--- src/rtl/mult_pkg.sv ---
// Shared types and widths for the multiplier sequencer and its operand queue.
package mult_pkg;

    localparam int OP_W        = 4;
    localparam int PROD_W      = 8;
    localparam int DEF_DEPTH   = 4;
    localparam int DEF_TIMEOUT = 31;

    typedef enum logic [1:0] {
        S_IDLE,
        S_START,
        S_WAIT,
        S_DRAIN
    } state_t;

    typedef struct packed {
        logic [OP_W-1:0] a;
        logic [OP_W-1:0] b;
    } opnd_t;

endpackage

--- src/rtl/mult_opq.sv ---
// Operand FIFO of {A,B} pairs; head is the oldest entry, valid whenever not empty.
module mult_opq
    import mult_pkg::*;
#(
    parameter int DEPTH = DEF_DEPTH
) (
    input  logic                     Clk,
    input  logic                     Rst_n,
    input  logic                     push,
    input  opnd_t                    din,
    input  logic                     pop,
    output logic                     full,
    output logic                     empty,
    output logic [$clog2(DEPTH):0]   level,
    output opnd_t                    head
);

    localparam int AW = $clog2(DEPTH);
    localparam int LW = AW + 1;
    localparam logic [LW-1:0] LVL_FULL = LW'(DEPTH);

    opnd_t          mem [DEPTH];
    logic [AW-1:0]  wr_ptr;
    logic [AW-1:0]  rd_ptr;
    logic           push_ok;
    logic           pop_ok;

    assign full    = (level == LVL_FULL);
    assign empty   = (level == '0);
    assign push_ok = push && !full;
    assign pop_ok  = pop && !empty;
    assign head    = mem[rd_ptr];

    // NOTE: storage is deliberately not reset; pointers and level alone decide which entries are valid.
    always_ff @(posedge Clk) begin
        if (push_ok) begin
            mem[wr_ptr] <= din;
        end
    end

    // Pointers wrap naturally because DEPTH is a power of two.
    always_ff @(posedge Clk or negedge Rst_n) begin
        if (!Rst_n) begin
            wr_ptr <= '0;
            rd_ptr <= '0;
            level  <= '0;
        end else begin
            if (push_ok) wr_ptr <= wr_ptr + 1'b1;
            if (pop_ok)  rd_ptr <= rd_ptr + 1'b1;
            case ({push_ok, pop_ok})
                2'b10:   level <= level + 1'b1;
                2'b01:   level <= level - 1'b1;
                default: level <= level;
            endcase
        end
    end

endmodule

--- src/rtl/mult_sequencer.sv ---
// Feeds queued operand pairs to a 4x4 shift-add multiplier and returns results
// through a valid/ready output register, with a sticky timeout error flag.
module mult_sequencer
    import mult_pkg::*;
#(
    parameter int DEPTH   = DEF_DEPTH,
    parameter int TIMEOUT = DEF_TIMEOUT
) (
    input  logic                    Clk,
    input  logic                    Rst_n,
    input  logic                    In_Valid,
    output logic                    In_Ready,
    input  logic [OP_W-1:0]         In_A,
    input  logic [OP_W-1:0]         In_B,
    output logic                    St,
    output logic [OP_W-1:0]         Multiplicando,
    output logic [OP_W-1:0]         Multiplicador,
    input  logic [PROD_W-1:0]       Produto,
    input  logic                    Done,
    input  logic                    Idle,
    output logic                    Out_Valid,
    input  logic                    Out_Ready,
    output logic [OP_W-1:0]         Out_A,
    output logic [OP_W-1:0]         Out_B,
    output logic [PROD_W-1:0]       Out_Prod,
    output logic                    Err,
    output logic [$clog2(DEPTH):0]  Level
);

    localparam int TW = $clog2(TIMEOUT + 1);
    localparam logic [TW-1:0] TMO_MAX = TW'(TIMEOUT);

    state_t         state;
    logic [TW-1:0]  tmo_cnt;
    opnd_t          in_pair;
    opnd_t          head;
    logic           q_full;
    logic           q_empty;
    logic           tmo_hit;
    logic           pop;
    logic           can_start;

    assign in_pair   = '{a: In_A, b: In_B};
    assign In_Ready  = !q_full;
    assign tmo_hit   = (tmo_cnt == TMO_MAX);
    // Leaving WAIT always consumes the head, whether it produced a result or timed out.
    assign pop       = (state == S_WAIT) && (Done || tmo_hit);
    assign can_start = !q_empty && Idle && (!Out_Valid || Out_Ready);

    mult_opq #(
        .DEPTH (DEPTH)
    ) u_opq (
        .Clk   (Clk),
        .Rst_n (Rst_n),
        .push  (In_Valid),
        .din   (in_pair),
        .pop   (pop),
        .full  (q_full),
        .empty (q_empty),
        .level (Level),
        .head  (head)
    );

    always_ff @(posedge Clk or negedge Rst_n) begin
        if (!Rst_n) begin
            state         <= S_IDLE;
            tmo_cnt       <= '0;
            St            <= 1'b0;
            Multiplicando <= '0;
            Multiplicador <= '0;
            Out_Valid     <= 1'b0;
            Out_A         <= '0;
            Out_B         <= '0;
            Out_Prod      <= '0;
            Err           <= 1'b0;
        end else begin
            // NOTE: the later non-blocking write wins, so a capture below overrides this clear in the same cycle.
            if (Out_Valid && Out_Ready) begin
                Out_Valid <= 1'b0;
            end

            case (state)
                S_IDLE: begin
                    if (can_start) begin
                        St            <= 1'b1;
                        Multiplicando <= head.a;
                        Multiplicador <= head.b;
                        state         <= S_START;
                    end
                end

                S_START: begin
                    St      <= 1'b0;
                    tmo_cnt <= '0;
                    state   <= S_WAIT;
                end

                S_WAIT: begin
                    if (Done) begin
                        Out_Valid <= 1'b1;
                        Out_A     <= head.a;
                        Out_B     <= head.b;
                        Out_Prod  <= Produto;
                        state     <= S_DRAIN;
                    end else if (tmo_hit) begin
                        Err   <= 1'b1;
                        state <= S_IDLE;
                    end else begin
                        tmo_cnt <= tmo_cnt + 1'b1;
                    end
                end

                // Hold off until Done has dropped so one Done pulse is captured once.
                S_DRAIN: begin
                    if (!Done && Idle) begin
                        state <= S_IDLE;
                    end
                end

                default: state <= S_IDLE;
            endcase
        end
    end

endmodule

--- config.mk ---
export PLATFORM = sky130hd
export DESIGN_NAME = mult_sequencer
export DESIGN_NICKNAME = d
export VERILOG_FILES = /design/src/rtl/mult_pkg.sv /design/src/rtl/mult_opq.sv /design/src/rtl/mult_sequencer.sv
export SDC_FILE = /design/constraint.sdc
export NUM_CORES = 1
export LEC_CHECK = 0
export CORE_MARGIN = 2
export CORE_UTILIZATION = 47
export DETAILED_ROUTE_END_ITERATION = 10
export GPL_TIMING_DRIVEN = 0
export HOLD_SLACK_MARGIN = 0.06
export PLACE_DENSITY = 0.74
export REMOVE_ABC_BUFFERS = 1
export SKIP_LAST_GASP = 1
export SLEW_MARGIN = 10
export SYNTH_ARGS = -nofsm -noshare
export SYNTH_HDL_FRONTEND = slang
export SYNTH_SLANG_ARGS = --single-unit
--- constraint.sdc ---
create_clock -name Clk -period 2.6 [get_ports Clk]
set_clock_uncertainty 0.2 [all_clocks]
set_input_delay 0.26 -clock Clk [delete_from_list [all_inputs] [get_ports Clk]]
set_output_delay 0.26 -clock Clk [all_outputs]
set_load 0.005 [all_outputs]
Word-level counts from Yosys, hierarchy flattened
Memory sizes are Yosys's and may differ from the RTL's.
Index checks and enable logic that the tools add are counted.

word-level totals
  register bits after elaboration = 41
  bits in latches = 0
  memory bits (writable) = 32
  bits in read-only memories = 0
  input port bits = 22
  output and inout port bits = 31
  logic and storage cells = 72
  memories kept = 1

memory list
  name       depth  width  rd ports  clocked after memory_dff  wr ports  line            text
  u_opq.mem  4      8      1         0                         1         mult_opq.sv:22  opnd_t mem [DEPTH];

cells by class
  $add $sub $neg = 5
  multipliers = 0
  div/mod/pow operators = 0
  $lt $le $gt $ge = 0
  equal/unequal tests = 12
  shift-type cells = 0
  multiplexer cells = 16
  bitwise operators = 1
  reduce and logical (&&, ||, !) cells = 24

operators with widths
  kind                                                                   number
  5-bit two-way mux                                                      2
  5-bit case mux with 2 select lines                                     1
  3-bit AND reduction                                                    3
  2-bit two-way mux                                                      4
  2-bit inequality test, second input constant                           4
  2-bit case mux with 4 select lines                                     1
  1-bit logical AND                                                      7
  2-bit equality test, second input constant                             3
  1-bit two-way mux                                                      6
  3-bit case mux with 2 select lines                                     1
  2-bit AND reduction                                                    3
  2-bit nonzero test                                                     3
  5-bit by 1-bit adder with 5-bit output, second input constant          1
  5-bit equality test, second input constant                             1
  2-bit by 1-bit adder with 2-bit output, second input constant          2
  2-bit by 1-bit equality test with 1-bit output, second input constant  2
  1-bit logical NOT                                                      4
  3-bit by 1-bit adder with 3-bit output, second input constant          1
  3-bit equality test, second input constant                             1
  3-bit logical NOT                                                      1
  3-bit inequality test, second input constant                           1
  3-bit by 1-bit subtractor with 3-bit output, second input constant     1
  2-bit logical NOT                                                      1
  1-bit logical OR                                                       2
  2 further kinds                                                        2

Depth between registers and ports, before layout
Gate-level depths: netlist of run 1.

  depth after elaboration = 6
  gate-level depth with buffers = 11
  mapped depth without buffers = 11

By module
Synthesis of run 1 repeated with hierarchy kept, for this count alone.

second synthesis, totals
  cells, all modules = 191
  area, all modules = 3054.2 µm²

by module, submodules not included
  module          times used  cells each  area an instance (µm²)  sequential area each (µm²)
  mult_opq        1           80          1584.0                  1136.1
  mult_sequencer  1           111         1470.2                  850.8

Least setup slack after synthesis of run 1
OpenSTA, ideal clock, no wires.

  path kind = register to register
  start point = register tmo_cnt[0]
  end point = register u_opq.level[2]
  library setup time = 0.079 ns
  data arrival time = 2.278 ns
  required time = 2.321 ns
  path slack = 0.042 ns
  cell stages (with the launch flop) = 12
  buffers on the path = 0
  period minus slack after synthesis = 2.558 ns
  cells stage by stage = dfrtp_1 > ha_1 > and3_1 > ha_1 > nor2_1 > nor3_1 > ha_1 > inv_1 > fa_1 > xor2_1 > nor2_1 > xor2_1

between the ends
  longest elaborated chain between the ends = 6
  elaborated cells on any way between the ends = 8
  those cells by class = eq/ne: 3; mux: 1; reduce/logical: 4

ends and longest elaborated chain
  item                                                                                          line                   text
  start: declaration                                                                            mult_sequencer.sv:34   logic [TW-1:0] tmo_cnt;
  start signal: assignment                                                                      mult_sequencer.sv:109  tmo_cnt <= tmo_cnt + 1'b1;
  5-bit equality test (*)                                                                       mult_sequencer.sv:45   assign tmo_hit = (tmo_cnt == TMO_MAX);
  1-bit logical OR (*)                                                                          mult_sequencer.sv:47   assign pop = (state == S_WAIT) && (Done || tmo_hit);
  1-bit logical AND (*)                                                                         mult_sequencer.sv:47
  1-bit logical AND (*)                                                                         mult_opq.sv:31         assign pop_ok = pop && !empty;
  net u_opq.pop_ok                                                                              mult_opq.sv:26         logic pop_ok;
  2-bit by 1-bit equality test with 1-bit output / 2-bit equality test (equally long branches)  mult_opq.sv:50         case ({push_ok, pop_ok})
  3-bit case mux with 2 select lines / 2-bit nonzero test (equally long branches)               --
  end signal: assignment                                                                        mult_opq.sv:51         2'b10: level <= level + 1'b1;
  end signal: assignment                                                                        mult_opq.sv:52         2'b01: level <= level - 1'b1;
  end signal: assignment                                                                        mult_opq.sv:53         default: level <= level;
  end: declaration                                                                              mult_opq.sv:14         output logic [$clog2(DEPTH):0] level,

The timed path passes the listed nets; every way through them passes the cells marked *.
A chain may end at the register's enable or synchronous reset.

Final worst setup path of run 1
Same ends and word-level chain as after synthesis.

==> results of run 1 <==
logic make-up after synthesis:
logic type | Yosys count | synth area share, %
xor gates and xnor gates | 6 | 1.741
and+or+nand+nor | 31 | 6.631
AOI/OAI and AO/OA | 18 | 4.352
muxes | 35 | 15.96
DFF | 73 | 65.81
adders and majority gates | 8 | 3.564
buffers and inverters | 15 | 1.948
per-layer routing:
metal / share of wire, % / routed length (um) / GRT usage (%) / vias up
met5: 0 / 0 / 0 / -
li1: - / - / - / 826
met1: 46 / 2481 / 22.84 / 896
met3: 4.2 / 224 / 3.245 / 7
met2: 48 / 2545 / 24.17 / 46
met4: 1.8 / 94 / 9.238 / 0
placed cells by master (no fill, tap or decap), drive strengths merged, types with 2 or more instances in the layout:
cell type | netlist | routed
nand2 | 7 | 7
and3 | 5 | 5
clkinvlp | 0 | 2
nor2b | 2 | 2
mux4 | 8 | 8
xnor2 | 2 | 2
buf | 3 | 10
inv | 9 | 9
a21o | 2 | 2
dfrtp | 41 | 41
nor4b | 3 | 3
o21ai | 5 | 5
xor2 | 4 | 4
nor4 | 2 | 2
nor2 | 2 | 2
a21oi | 2 | 2
ha | 7 | 7
clkbuf | 3 | 10
edfxtp | 32 | 32
mux2 | 25 | 25
nor3 | 3 | 3
nand2b | 2 | 2
a2bb2oi | 3 | 3
clkinv | 0 | 3
clkdlybuf4s50 | 0 | 51
mux2i | 2 | 2
critical path, cell delays in order, from the launching register on:
cell	delay, ns
dfrtp_1	0.41
ha_4	0.16
and3_4	0.18
ha_4	0.14
nor2_2	0.06
nor3_2	0.23
ha_2	0.22
inv_1	0.06
fa_2	0.35
xor2_1	0.15
nor2_1	0.13
xor2_1	0.15
timing repair:
item	CTS	global route
setup endpoints to repair	2	2
cloned	0	0
buffers inserted	3	5
resized for setup	2	7
hold buffers	1	0
endpoints found under the hold margin	41	0
pin swaps	1	4
stage by stage:
step	utilization [%]	setup TNS, ns	total power [mW]
after floorplan	-	0	2.628
after global placement	57.52	-0.2953	3.297
after detailed placement	57.76	-0.3082	3.355
after CTS	61.37	0	4.225
after global routing	62.53	-0.03825	4.521
final	62.53	0	4.235
registers in the layout (all words and copies together) (netlist names), 3 cells and up:
register	count
Multiplicando	4
Multiplicador	4
u_opq.mem	32
Out_B	4
Out_Prod	8
u_opq.level	3
tmo_cnt	5
Out_A	4
final cells by class:
class	count	share of cell area (%)
well taps	77	2.455
flip-flops and latches	73	50.62
inverters	9	0.8607
multi-input cells	98	25.88
repair buffers	62	15.43
clock buffers	10	3.252
clock inverters	6	1.498
power breakdown:
group	internal [mW]	total, mW	switching, mW
Combinational	0.954	1.49	0.534
Sequential	1.61	1.92	0.303
Clock	0.437	0.831	0.394
final timing paths:
check                           slack, ns              to
worst max register to register       0.09  u_opq.level[2]
max in group asynchronous            1.58     Out_Prod[1]
worst min register to register       0.29             Err
worst min-delay path                 0.16  u_opq.level[2]
worst max-delay path                 0.09  u_opq.level[2]
min in group Clk                     0.29             Err
==> results.py, run 1 <==
metrics = {
    "layout": {
        "ff_latch_area_sq_um": 1987,
        "nFillCells": 475,
        "final_cell_count_no_fill": 335,
        "nets": 283,
        "antenna_cells": 0,
        "final_area_sq_um": 3925,
        "area_growth_pct": 30.00,
        "multi_input_area_sq_um": 1016,
        "layout-drive-gt1-share_pct": 26.74,
    },
    "detailed_routing": {
        "wl_per_cell_um": 15.96,
        "finalWirelength_mm": 5.346,
        "drtIter0Drc": 112,
        "viasPerCell": 5.299,
        "drtPass1Iterations": 4,
        "drc": 0,
        "ant_nets": 0,
        "vias": 1775,
    },
    "synth": {
        "syn_area_per_cell_sq_um": 16.23,
        "syn_inst": 186,
        "yosysTopAreaCell": "dfrtp_1",
        "synthArstFlopShare_pct": 56.16,
        "synth_flop_cell": "dfrtp_1",
        "ys_seq_elements": 73,
        "netlist_area_sq_um": 3019,
        "yosysMostFrequentCell": "dfrtp_1",
        "synth_edf_count": 32,
        "synthTopCellsByCount": "dfrtp_1 (41), edfxtp_1 (32), mux2_2 (25)",
        "synth_top_area_share_pct": 33.98,
        "yosysUniqueCellTypes": 39,
        "yosysSeqAreaShare_pct": 65.81,
        "ys_warn_count": 0,
        "synthTopCellsByArea": "dfrtp_1 (34%), edfxtp_1 (32%), mux2_2 (9.3%)",
    },
    "clock_network": {
        "worstSkewPairLatency_ns": 0.33,
        "h-tree-depth": 3,
        "cts-buffers-inserted": 9,
        "cts_buffer_depth": 2,
        "cts.sinks": 73,
        "cts_tree": "done",
        "root_buffer": "clkbuf_8",
        "cts.clk_slew.worst_paths_ns": 0.07,
    },
    "grt": {
        "grt_pass1_wl_mm": 9.004,
        "grtUsageTotal_pct": 16.35,
        "grt_antenna_before_repair": 0,
        "grt_pass1_vias": 1833,
        "grt_max_degree": 31,
        "grt.overflow.total": 0,
    },
    "sta": {
        "max_freq_ghz": 0.3992,
        "hold_ws_ns": 0.1551,
        "layout_setup_ws_ns": 0.09476,
        "slew_violations": 0,
        "finalCriticalPeriod_ns": 2.505,
        "setup_violations": 0,
        "relSlewSlack_pct": 54.18,
        "hold_violations": 0,
        "timing.final.crit_share_pct": 96.36,
        "worst_slew_pin_slew_ns": 0.6856,
    },
    "setup_path": {
        "worstPathArrival_ns": 2.57,
        "startpoint": "tmo_cnt[0]",
        "startpoint_type": "flop",
        "critical_path_class": "reg -> reg",
        "cp_max_fo": 3,
        "cp_data_required_time_ns": 2.66,
        "critPathCaptureType": "flop",
        "r2r_start": "tmo_cnt[0]",
        "reg2reg_depth": 11,
    },
    "floorplan": {
        "die_area_sq_um": 7081,
        "pin_count": 53,
        "core-area_sq_um": 6277,
        "die_x_um": 84.15,
        "start_util_pct": 48.10,
        "die_h_um": 84.15,
        "num_rows": 29,
    },
    "placement": {
        "numPortBuffers": 52,
        "place.gp.congestion": 0.8121,
        "hpwl_mm": 3.559,
        "post_dp_cell_area_sq_um": 3626,
        "dp.cells": 310,
        "pre_cts_slack_ns": -0.2678,
    },
    "job": {
        "max_cap_violations": 0,
    },
    "status": {
        "status": "finished clean",
    },
    "power_and_ir_drop": {
        "p_per_area_nw_per_um2": 1079,
        "peakVddDrop_mv": 0.5556,
        "power.leakage_nw": 1.557,
    },
    "worst_hold_path": {
        "min_path_type": "in -> async",
    },
}
No activity file was read; power rests on OpenSTA's default activity.
==> run 2: changes to the inputs <==
- CELL_PAD_IN_SITES_DETAIL_PLACEMENT: not set -> 0
- CELL_PAD_IN_SITES_GLOBAL_PLACEMENT: not set -> 1
- CORE_UTILIZATION: 47 -> 39
==> run 2 against run 1 <==
Effect of this change:
- power rose by 1.4%
- critical endpoint unchanged
- critical path type unchanged
- maximum frequency increased by 0.19%
- global-route usage shrank 2.1 points
- first-iteration DRC count fell by 57%
==> results.py, run 2 (same netlist as run 1, synthesis figures left out) <==
metrics = {
    "status": {
        "status": "finished clean",
    },
    "floorplan": {
        "pin_count": 53,
        "start_util_pct": 39.69,
        "core-area_sq_um": 7607,
        "die_h_um": 91.99,
        "die_x_um": 91.99,
        "die_area_sq_um": 8461,
        "num_rows": 32,
    },
    "grt": {
        "grtUsageTotal_pct": 14.22,
        "grt_pass1_vias": 1724,
        "grt_pass1_wl_mm": 9.128,
        "grt.overflow.total": 0,
        "grt_antenna_before_repair": 0,
        "grt_max_degree": 36,
    },
    "layout": {
        "fin_util_pct": 51.86,
        "antenna_cells": 0,
        "largestRegisters": "u_opq.mem (32), Out_Prod (8), tmo_cnt (5)",
        "final_cell_mix": "clkdlybuf4s50_1 (51), dfrtp_1 (41), edfxtp_1 (32)",
        "final_area_sq_um": 3945,
        "largest_reg_flops": 32,
        "layout-drive-gt1-share_pct": 26.67,
        "area_growth_pct": 30.67,
        "layout_commonest_cell": "clkdlybuf4s50_1",
        "nets": 280,
        "regMostFlops": "u_opq.mem",
    },
    "placement": {
        "pre_cts_slack_ns": -0.2528,
        "post_dp_cell_area_sq_um": 3657,
        "numPortBuffers": 52,
        "place.gp.congestion": 0.7440,
        "hpwl_mm": 3.706,
    },
    "sta": {
        "setup_violations": 0,
        "timing.final.crit_share_pct": 96.17,
        "hold_violations": 0,
        "worst_slew_pin_slew_ns": 0.7015,
        "layout_setup_ws_ns": 0.09953,
        "slew_violations": 0,
        "relSlewSlack_pct": 53.12,
        "hold_ws_ns": 0.09451,
        "finalCriticalPeriod_ns": 2.500,
        "max_freq_ghz": 0.3999,
    },
    "setup_path": {
        "cp_data_required_time_ns": 2.67,
        "worstPathArrival_ns": 2.57,
        "critical_path_class": "reg -> reg",
        "cp_max_fo": 4,
        "startpoint_type": "flop",
        "critPathCaptureType": "flop",
    },
    "power_and_ir_drop": {
        "swShare_pct": 30.05,
        "p_per_area_nw_per_um2": 1088,
        "peakVddDrop_mv": 0.3001,
        "p_comb_share_pct": 34.0,
        "intPower_mw": 3.003,
        "p_total_mw": 4.294,
        "p_seq_share_pct": 44.4,
        "clock_power_share_pct": 21.6,
        "power.leakage_nw": 1.553,
        "p_sw_mw": 1.290,
    },
    "detailed_routing": {
        "drc": 0,
        "ant_nets": 0,
        "finalWirelength_mm": 5.474,
        "drtIter0Drc": 48,
        "viasPerCell": 4.871,
        "drtPass1Iterations": 5,
        "vias": 1739,
        "wl_per_cell_um": 15.33,
    },
    "clock_network": {
        "cts_tree": "done",
        "cts.sinks": 73,
        "cts.clk_slew.worst_paths_ns": 0.08,
        "h-tree-depth": 3,
        "root_buffer": "clkbuf_8",
        "cts_buffer_depth": 2,
        "cts-buffers-inserted": 9,
        "worstSkewPairLatency_ns": 0.34,
    },
    "worst_hold_path": {
        "min_path_type": "in -> async",
    },
    "job": {
        "max_cap_violations": 0,
    },
}
==> run 2: cell count changes in the layout (fill, tap and decap cells not counted) <==
cell        before  now
inv_6            0    4
ha_2             1    2
clkinv_2         2    0
clkbuf_1         1    0
inv_8            0    1
ha_4             2    1
clkinvlp_4       2    1
clkinv_1         1    0
buf_4            8    5
==> run 2: per-layer routing <==
metal  track usage [%]  share of wire (%)  wire length, um
met4             7.836                2.2              121
met2             21.20                 47             2596
met5                 0                  0                0
met1             19.53                 46             2523
met3             2.958                4.2              232
==> run 2: power by group through the flow <==
stage / Combinational, mW / Clock (mW) / Sequential [mW]
2_1_floorplan: 0.729 / 0 / 1.90
3_3_place_gp: 1.40 / 0 / 1.92
3_5_place_dp: 1.43 / 0 / 1.94
4_1_cts: 1.46 / 0.955 / 1.91
5_1_grt: 1.60 / 1.01 / 1.97
6_report: 1.46 / 0.929 / 1.91
==> run 2: worst max-delay path, cell delays in order, from the launching register on <==
cell and delay (ns):
dfrtp_1 0.40, ha_2 0.20, and3_4 0.18, ha_4 0.14, nor2_2 0.06, nor3_2 0.23, ha_2 0.23, inv_1 0.06
fa_2 0.33, xor2_1 0.15, nor2_1 0.12, xor2_1 0.14
==> run 2: cell type report <==
class / instances / area, sq um
Tap cell: 102 / 127.6
Inverter: 9 / 33.78
Sequential cell: 73 / 1987
Multi-Input combinational cell: 98 / 1006
Fill cell: 675 / 3662
Timing Repair Buffer: 59 / 583.1
Clock buffer: 9 / 123.9
Clock inverter: 7 / 83.83
==> run 2: what timing repair did <==
action / in CTS / in global routing
pin swaps: 1 / 4
buffers inserted: 2 / 3
endpoints found under the hold margin: 41 / 0
setup endpoints to repair: 2 / 1
hold buffers: 1 / 0
resized for setup: 4 / 4
==> run 2: through the flow <==
stage	setup TNS [ns]	std cells
2_1_floorplan	0	180
3_3_place_gp	-5.545	334
3_5_place_dp	-0.3197	335
4_1_cts	0	354
5_1_grt	-0.006128	357
6_report	0	357
==> run 2: worst paths after layout <==
kind | start | endpoint | cells after the start | slack [ns]
min in group Clk | Err | Err | 1 | 0.29
min | Rst_n | u_opq.wr_ptr[1] | 2 | 0.09
min reg2reg | Err | Err | 1 | 0.29
max reg2reg | tmo_cnt[1] | u_opq.level[2] | 11 | 0.1
max in group asynchronous | Rst_n | u_opq.rd_ptr[1] | 3 | 1.66
max | tmo_cnt[1] | u_opq.level[2] | 11 | 0.1
